**src/rtl/snake_pkg.sv**
```systemverilog
// Shared constants for the snake game: board geometry, pixel mapping and the
// food-spawn FSM encoding.
package snake_pkg;

  localparam int          DFLT_LFSR_W    = 32;
  localparam logic [31:0] DFLT_TAPS      = 32'h8020_0003;
  localparam logic [31:0] DFLT_SEED      = 32'hACE1_5EED;

  localparam int          DFLT_GRID_W    = 30;
  localparam int          DFLT_GRID_H    = 30;
  localparam int          DFLT_IDX_W     = 5;

  localparam int          DFLT_X_SCALE   = 2;
  localparam int          DFLT_X_OFF     = 18;
  localparam int          DFLT_Y_SCALE   = 2;
  localparam int          DFLT_Y_OFF     = 2;
  localparam int          DFLT_COORD_W   = 7;

  localparam int          DFLT_MAX_TRIES = 16;

  typedef enum logic [2:0] {
    S_IDLE  = 3'd0,
    S_DRAW  = 3'd1,
    S_QUERY = 3'd2,
    S_SCAN  = 3'd3,
    S_DONE  = 3'd4,
    S_FULL  = 3'd5
  } spawn_state_t;

endpackage

```
**src/rtl/galois_lfsr.sv**
```systemverilog
// Free-running right-shift Galois LFSR with synchronous seed load.
// A zero seed (parameter or port) is replaced by 1 so the register never locks up.
module galois_lfsr #(
  parameter int                LFSR_W = 32,
  parameter logic [LFSR_W-1:0] TAPS   = LFSR_W'(32'h8020_0003),
  parameter logic [LFSR_W-1:0] SEED   = LFSR_W'(32'hACE1_5EED)
) (
  input  logic              CLOCK,
  input  logic              RESETN,
  input  logic              load,
  input  logic [LFSR_W-1:0] seed,
  output logic [LFSR_W-1:0] q
);

  localparam logic [LFSR_W-1:0] ONE     = LFSR_W'(1);
  localparam logic [LFSR_W-1:0] SEED_NZ = (SEED == '0) ? ONE : SEED;

  logic [LFSR_W-1:0] step;

  assign step = {1'b0, q[LFSR_W-1:1]} ^ (q[0] ? TAPS : '0);

  always_ff @(posedge CLOCK or negedge RESETN) begin
    if (!RESETN)
      q <= SEED_NZ;
    else if (load)
      q <= (seed == '0) ? ONE : seed;
    else
      q <= step;
  end

endmodule

```
**src/rtl/food_spawner.sv**
```systemverilog
// Picks a free board cell for the next food item: random draws checked against the
// body tracker, falling back to a linear sweep, with a sticky board-full flag.
module food_spawner
  import snake_pkg::*;
#(
  parameter int                LFSR_W    = DFLT_LFSR_W,
  parameter logic [LFSR_W-1:0] TAPS      = LFSR_W'(DFLT_TAPS),
  parameter logic [LFSR_W-1:0] SEED      = LFSR_W'(DFLT_SEED),
  parameter int                GRID_W    = DFLT_GRID_W,
  parameter int                GRID_H    = DFLT_GRID_H,
  parameter int                IDX_W     = DFLT_IDX_W,
  parameter int                X_SCALE   = DFLT_X_SCALE,
  parameter int                X_OFF     = DFLT_X_OFF,
  parameter int                Y_SCALE   = DFLT_Y_SCALE,
  parameter int                Y_OFF     = DFLT_Y_OFF,
  parameter int                COORD_W   = DFLT_COORD_W,
  parameter int                MAX_TRIES = DFLT_MAX_TRIES
) (
  input  logic               CLOCK,
  input  logic               RESETN,
  input  logic               start,
  input  logic               eat,
  input  logic               seed_load,
  input  logic [LFSR_W-1:0]  seed,
  output logic               occ_req,
  output logic [IDX_W-1:0]   occ_cx,
  output logic [IDX_W-1:0]   occ_cy,
  input  logic               occ_ack,
  input  logic               occ_hit,
  output logic [COORD_W-1:0] x,
  output logic [COORD_W-1:0] y,
  output logic               food_valid,
  output logic               busy,
  output logic               board_full
);

  localparam int CELLS  = GRID_W * GRID_H;
  localparam int TRY_W  = $clog2(MAX_TRIES + 1);
  localparam int SCAN_W = $clog2(CELLS + 1);

  localparam logic [IDX_W:0]       GW      = (IDX_W+1)'(GRID_W);
  localparam logic [IDX_W:0]       GH      = (IDX_W+1)'(GRID_H);
  localparam logic [IDX_W:0]       GW_LAST = (IDX_W+1)'(GRID_W - 1);
  localparam logic [IDX_W:0]       GH_LAST = (IDX_W+1)'(GRID_H - 1);
  localparam logic [TRY_W-1:0]     TRY_LIM = TRY_W'(MAX_TRIES);
  localparam logic [SCAN_W-1:0]    SCAN_LIM = SCAN_W'(CELLS - 1);
  localparam logic [COORD_W-1:0]   XO      = COORD_W'(X_OFF);
  localparam logic [COORD_W-1:0]   YO      = COORD_W'(Y_OFF);
  localparam logic [COORD_W-1:0]   XS      = COORD_W'(X_SCALE);
  localparam logic [COORD_W-1:0]   YS      = COORD_W'(Y_SCALE);

  // Elaboration-time parameter sanity: the far corner must map inside COORD_W.
  if (LFSR_W < 2*IDX_W) begin : g_bad_lfsr_w
    $error("food_spawner: LFSR_W too narrow for two cell indices");
  end
  if ((2**IDX_W < GRID_W) || (2**IDX_W < GRID_H)) begin : g_bad_idx_w
    $error("food_spawner: IDX_W too narrow for the grid");
  end
  if ((GRID_W-1)*X_SCALE + X_OFF >= 2**COORD_W) begin : g_bad_x_range
    $error("food_spawner: x coordinate overflows COORD_W");
  end
  if ((GRID_H-1)*Y_SCALE + Y_OFF >= 2**COORD_W) begin : g_bad_y_range
    $error("food_spawner: y coordinate overflows COORD_W");
  end

  spawn_state_t        state;
  logic [LFSR_W-1:0]   lfsr_q;
  logic [IDX_W-1:0]    cand_cx, cand_cy;
  logic                cand_ok;
  logic [TRY_W-1:0]    tries;
  logic [SCAN_W-1:0]   scan_cnt;
  logic                have_cell;
  logic [IDX_W-1:0]    nx, ny;
  logic [COORD_W-1:0]  px, py;
  logic                unused_lfsr;

  galois_lfsr #(
    .LFSR_W (LFSR_W),
    .TAPS   (TAPS),
    .SEED   (SEED)
  ) u_lfsr (
    .CLOCK  (CLOCK),
    .RESETN (RESETN),
    .load   (seed_load),
    .seed   (seed),
    .q      (lfsr_q)
  );

  assign cand_cx     = lfsr_q[IDX_W-1:0];
  assign cand_cy     = lfsr_q[2*IDX_W-1:IDX_W];
  assign cand_ok     = ({1'b0, cand_cx} < GW) && ({1'b0, cand_cy} < GH);
  assign unused_lfsr = ^lfsr_q[LFSR_W-1:2*IDX_W];

  // Raster-order successor of the cell currently on the query port.
  always_comb begin
    nx = occ_cx + 1'b1;
    ny = occ_cy;
    if ({1'b0, occ_cx} == GW_LAST) begin
      nx = '0;
      ny = ({1'b0, occ_cy} == GH_LAST) ? '0 : occ_cy + 1'b1;
    end
  end

  assign px = COORD_W'(occ_cx) * XS + XO;
  assign py = COORD_W'(occ_cy) * YS + YO;

  // occ_cx/occ_cy double as the latched candidate and the final result cell.
  always_ff @(posedge CLOCK or negedge RESETN) begin
    if (!RESETN) begin
      state      <= S_IDLE;
      tries      <= '0;
      scan_cnt   <= '0;
      have_cell  <= 1'b0;
      occ_req    <= 1'b0;
      occ_cx     <= '0;
      occ_cy     <= '0;
      x          <= XO;
      y          <= YO;
      food_valid <= 1'b0;
      busy       <= 1'b0;
      board_full <= 1'b0;
    end else begin
      case (state)
        S_IDLE: begin
          if (start || eat) begin
            state      <= S_DRAW;
            busy       <= 1'b1;
            food_valid <= 1'b0;
            board_full <= 1'b0;
            tries      <= '0;
            have_cell  <= 1'b0;
          end
        end

        S_DRAW: begin
          if (tries == TRY_LIM) begin
            state    <= S_SCAN;
            occ_req  <= 1'b1;
            scan_cnt <= '0;
            if (!have_cell) begin
              occ_cx <= '0;
              occ_cy <= '0;
            end
          end else if (!cand_ok) begin
            tries <= tries + 1'b1;
          end else begin
            occ_cx    <= cand_cx;
            occ_cy    <= cand_cy;
            have_cell <= 1'b1;
            occ_req   <= 1'b1;
            state     <= S_QUERY;
          end
        end

        S_QUERY: begin
          if (occ_ack) begin
            occ_req <= 1'b0;
            if (occ_hit) begin
              tries <= tries + 1'b1;
              state <= S_DRAW;
            end else begin
              state <= S_DONE;
            end
          end
        end

        S_SCAN: begin
          if (occ_ack) begin
            if (!occ_hit) begin
              occ_req <= 1'b0;
              state   <= S_DONE;
            end else if (scan_cnt == SCAN_LIM) begin
              occ_req <= 1'b0;
              state   <= S_FULL;
            end else begin
              scan_cnt <= scan_cnt + 1'b1;
              occ_cx   <= nx;
              occ_cy   <= ny;
            end
          end
        end

        S_DONE: begin
          x          <= px;
          y          <= py;
          food_valid <= 1'b1;
          busy       <= 1'b0;
          state      <= S_IDLE;
        end

        S_FULL: begin
          board_full <= 1'b1;
          busy       <= 1'b0;
          state      <= S_IDLE;
        end

        default: state <= S_IDLE;
      endcase
    end
  end

endmodule
```
**config.mk**
```make
export PLATFORM = sky130hd
export DESIGN_NAME = food_spawner
export DESIGN_NICKNAME = d
export VERILOG_FILES = /design/src/rtl/snake_pkg.sv /design/src/rtl/galois_lfsr.sv /design/src/rtl/food_spawner.sv
export SDC_FILE = /design/constraint.sdc
export NUM_CORES = 1
export LEC_CHECK = 0
export ABC_AREA = 1
export BUFFER_PORTS_ARGS = -buffer_cell sky130_fd_sc_hd__clkbuf_2
export CORE_ASPECT_RATIO = 0.7
export CORE_UTILIZATION = 50
export DETAILED_ROUTE_END_ITERATION = 16
export PLACE_DENSITY = 0.68
export SKIP_LAST_GASP = 1
export SYNTH_ARGS = -nofsm -noshare
export SYNTH_HDL_FRONTEND = slang
export SYNTH_HIERARCHICAL = 1
export SYNTH_SLANG_ARGS = --single-unit
```
**constraint.sdc**
```tcl
create_clock -name CLOCK -period 2.1 [get_ports CLOCK]
set_clock_uncertainty 0.1 [all_clocks]
set_input_delay 0.21 -clock CLOCK [delete_from_list [all_inputs] [get_ports CLOCK]]
set_output_delay 0.21 -clock CLOCK [all_outputs]
set_load 0.005 [all_outputs]
```
==> impl_metrics.py <==
metrics = {
    "critical_path": {
        "arrival_ns": 2.11,
        "slowest_stage": "dfrtp_1",
        "critical_path.cell_chain": "inv_1, ha_1, nand2_1, nor2_4, inv_2, nand2_2, nand4_2, nor2_4, buf_4, nand2_1, o21ai_2",
        "end_kind": "register",
        "r2r-end": "scan_cnt[5]$_DFFE_PN0P_",
        "start_kind": "register",
        "rr_startpoint": "tries[0]$_DFFE_PN0P_",
        "path_buf_inv": 3,
        "r2r_slack_ns": 0.15,
        "path_delay_family": "simple AND/OR/NAND/NOR gates",
        "required_ns": 2.27,
        "worst_path_largest_cell_delay_ns": 0.40,
        "crit_type": "register to register",
        "cp_max_fo": 12,
        "rr_worst_depth": 11,
    },
    "sta": {
        "clock.fmax_ghz": 0.513,
        "period_share": 0.928,
        "period_minus_slack_ns": 1.95,
        "setup_viol": 0,
        "relSlewSlack": 0.496,
        "fin_hold_ws_ns": 0.00839,
        "rsz0062_at_grt": "false",
        "final_hold_viol_count": 0,
        "drv_slew": 0,
        "finalSetupTns_ns": 0,
        "worstMarginPinSlew_ns": 0.748,
    },
    "synthesis": {
        "synth_commonest_cells": "nand2_1 (200), dfrtp_1 (55), nor2_1 (45), nand3_1 (40), inv_1 (32)",
        "netlist_instances": 510,
        "post_synth_main_area_contributors": "dfrtp_1 (34%), nand2_1 (19%), dfstp_2 (14%)",
        "yosys.area.top_type": "dfrtp_1",
        "yosys_register_bits": 77,
        "async_flop_share": 1.00,
        "yosys.cell_count.top_type": "nand2_1",
        "synth_ff_type": "dfrtp_1",
        "avgSynthCellArea_sq_um": 7.92,
        "yosysWarnings": 6,
        "ys_seq_area_frac": 0.484,
        "synth_area_sq_um": 4040,
        "synth_edf_count": 0,
        "yosys.area.top_type_share": 0.341,
        "ys_types": 37,
    },
    "grt": {
        "antenna_found_initial": 0,
        "grt_max_degree": 35,
        "grt_pass1_vias": 3388,
        "gr-total-overflow": 0,
        "grt_use_total": 0.241,
        "grt_pass1_wl_um": 15500,
    },
    "route": {
        "drt_pass1_iterations": 5,
        "ant_nets": 0,
        "wl_per_cell_um": 12.7,
        "drt_iter0_drc": 139,
        "avgViaCountPerCell": 5.00,
        "wirelength_um": 8990,
        "via_count": 3538,
        "drcViolationCount": 0,
    },
    "final_layout": {
        "drive_gt1_frac": 0.213,
        "area_growth_pct": 23.3,
        "layout.nets": 647,
        "diodes": 0,
        "fill_cells": 693,
        "final_area_sq_um": 4980,
    },
    "worst_hold_path": {
        "hp-class": "input port to register",
        "whs_endpoint": "u_lfsr/q[17]$_DFF_PN0_",
        "hold_start": "seed[17]",
        "hold_depth": 3,
    },
    "clocking": {
        "cts_setup_buffers": 0,
        "numCtsBuffers": 9,
        "clk_pin_slew_worst_paths_ns": 0.06,
        "h-tree-depth": 3,
        "clockRootBuffer": "clkbuf_16",
        "clk_latency_ns": 0.34,
        "cts_sinks": 77,
        "cts_tree": "done",
        "clockBufferDepth": 2,
    },
    "pwr": {
        "leakagePower_nw": 2.56,
        "p_per_area_nw_per_um2": 1150,
        "ir_worst_vdd_v": 0.000840,
        "p_total_w": 0.00573,
    },
    "floorplan": {
        "rows": 27,
        "die_y_um": 77.2,
        "die_area_sq_um": 8440,
        "ios": 67,
        "start_util": 0.515,
        "core_sq_um": 7840,
        "dieWidth_um": 109,
    },
    "placement": {
        "post_dp_cell_area_sq_um": 4420,
        "dp_hpwl_um": 6480,
        "numPortBuffers": 64,
        "globalplace.congestion": 0.847,
    },
    "job": {
        "max_cap_violations": 0,
    },
    "outcome": {
        "status": "finished clean",
    },
}
[per-stage QoR]
| stage | std cells | worst slack [ns] | utilization |
|---|---|---|---|
| 2_1_floorplan | 511 | 0.492 | - |
| 3_3_place_gp | 665 | 0.295 | 0.564 |
| 3_5_place_dp | 665 | 0.206 | 0.564 |
| 4_1_cts | 707 | 0.173 | 0.635 |
| 5_1_grt | 707 | 0.0239 | 0.635 |
| 6_report | 707 | 0.151 | 0.635 |
[metal layers]
layer	global-route usage	vias to the layer above	wire, um
li1	-	1794	-
met1	0.342	1632	4520
met2	0.356	102	3880
met3	0.0587	10	491
met4	0.0867	0	97
met5	0	-	0
[placed cells by master (no fill, tap or decap), types with 2 or more instances in the layout]
master           n
o21ai_0         25
clkbuf_1         2
dfrtp_1         55
ha_1             7
nand2_2          3
a21oi_1          4
clkinvlp_4       3
nor2_4           4
dlygate4sd3_1   26
inv_1           32
nand4_1          4
nand2_1        200
clkbuf_16        9
xor2_1           7
conb_1           2
inv_2            5
nand3b_1         2
o21ai_1          5
xnor2_1          7
o21a_1           5
nor3b_1          2
clkbuf_2        63
nand3_1         40
o21ai_2          7
dfstp_2         22
nor2_1          45
buf_4            5
[power breakdown]
group	internal, W	leakage, nW	switching [W]
combinational	0.000757	1.49	0.00125
clock	0.000922	0.132	0.000606
sequential	0.00187	0.939	0.000330
total	0.00355	2.56	0.00218
[how the worst max path moves through the flow]
stage / end / slack, ns / cells after the start / start
floorplan: scan_cnt[3]$_DFFE_PN0P_ / 0.49 / 11 / tries[0]$_DFFE_PN0P_
global placement: scan_cnt[6]$_DFFE_PN0P_ / 0.30 / 11 / tries[0]$_DFFE_PN0P_
detailed placement: scan_cnt[6]$_DFFE_PN0P_ / 0.21 / 11 / tries[0]$_DFFE_PN0P_
CTS: scan_cnt[6]$_DFFE_PN0P_ / 0.17 / 11 / tries[0]$_DFFE_PN0P_
global route: scan_cnt[6]$_DFFE_PN0P_ / 0.02 / 11 / tries[0]$_DFFE_PN0P_
finish: scan_cnt[5]$_DFFE_PN0P_ / 0.15 / 11 / tries[0]$_DFFE_PN0P_
[timing repair]
item | 4_1_cts | 5_1_grt
hold buffers | 26 | 0
resized for setup | 0 | 0
endpoints found under the hold margin | 48 | 0
[logic make-up after synthesis]
logic type / after synthesis / synth area share
buf+inv: 55 / 0.0657
flops: 77 / 0.484
simple gates: 306 / 0.323
compound gates: 50 / 0.0741
xor+xnor: 14 / 0.0304
other cells: 1 / 0.000929
fa+ha+maj: 7 / 0.0217
[cell type report]
cell class              count  area, sq um  area share
multi-input cells         379         1820       0.366
inverters                  39          149      0.0299
repair buffers             95          633       0.127
well taps                 101          126      0.0254
flip-flops and latches     77         1950       0.393
clock inverters             5         61.3      0.0123
clock buffers              11          233      0.0467
[sequential cells by signal, summed over array words and instances, names as in the netlist]
register	cells
x	6
tries	5
state	3
have_cell	1
busy	1
occ_req	1
occ_cy	5
u_lfsr/q	32
occ_cx	5
board_full	1
food_valid	1
y	6
scan_cnt	10
[tightest hold or removal path, cell delays in order]
cell and delay [ns]:
clkbuf_2 0.09, nand2_1 0.05, nand2_1 0.06
No activity file was read; power rests on OpenSTA's default activity.
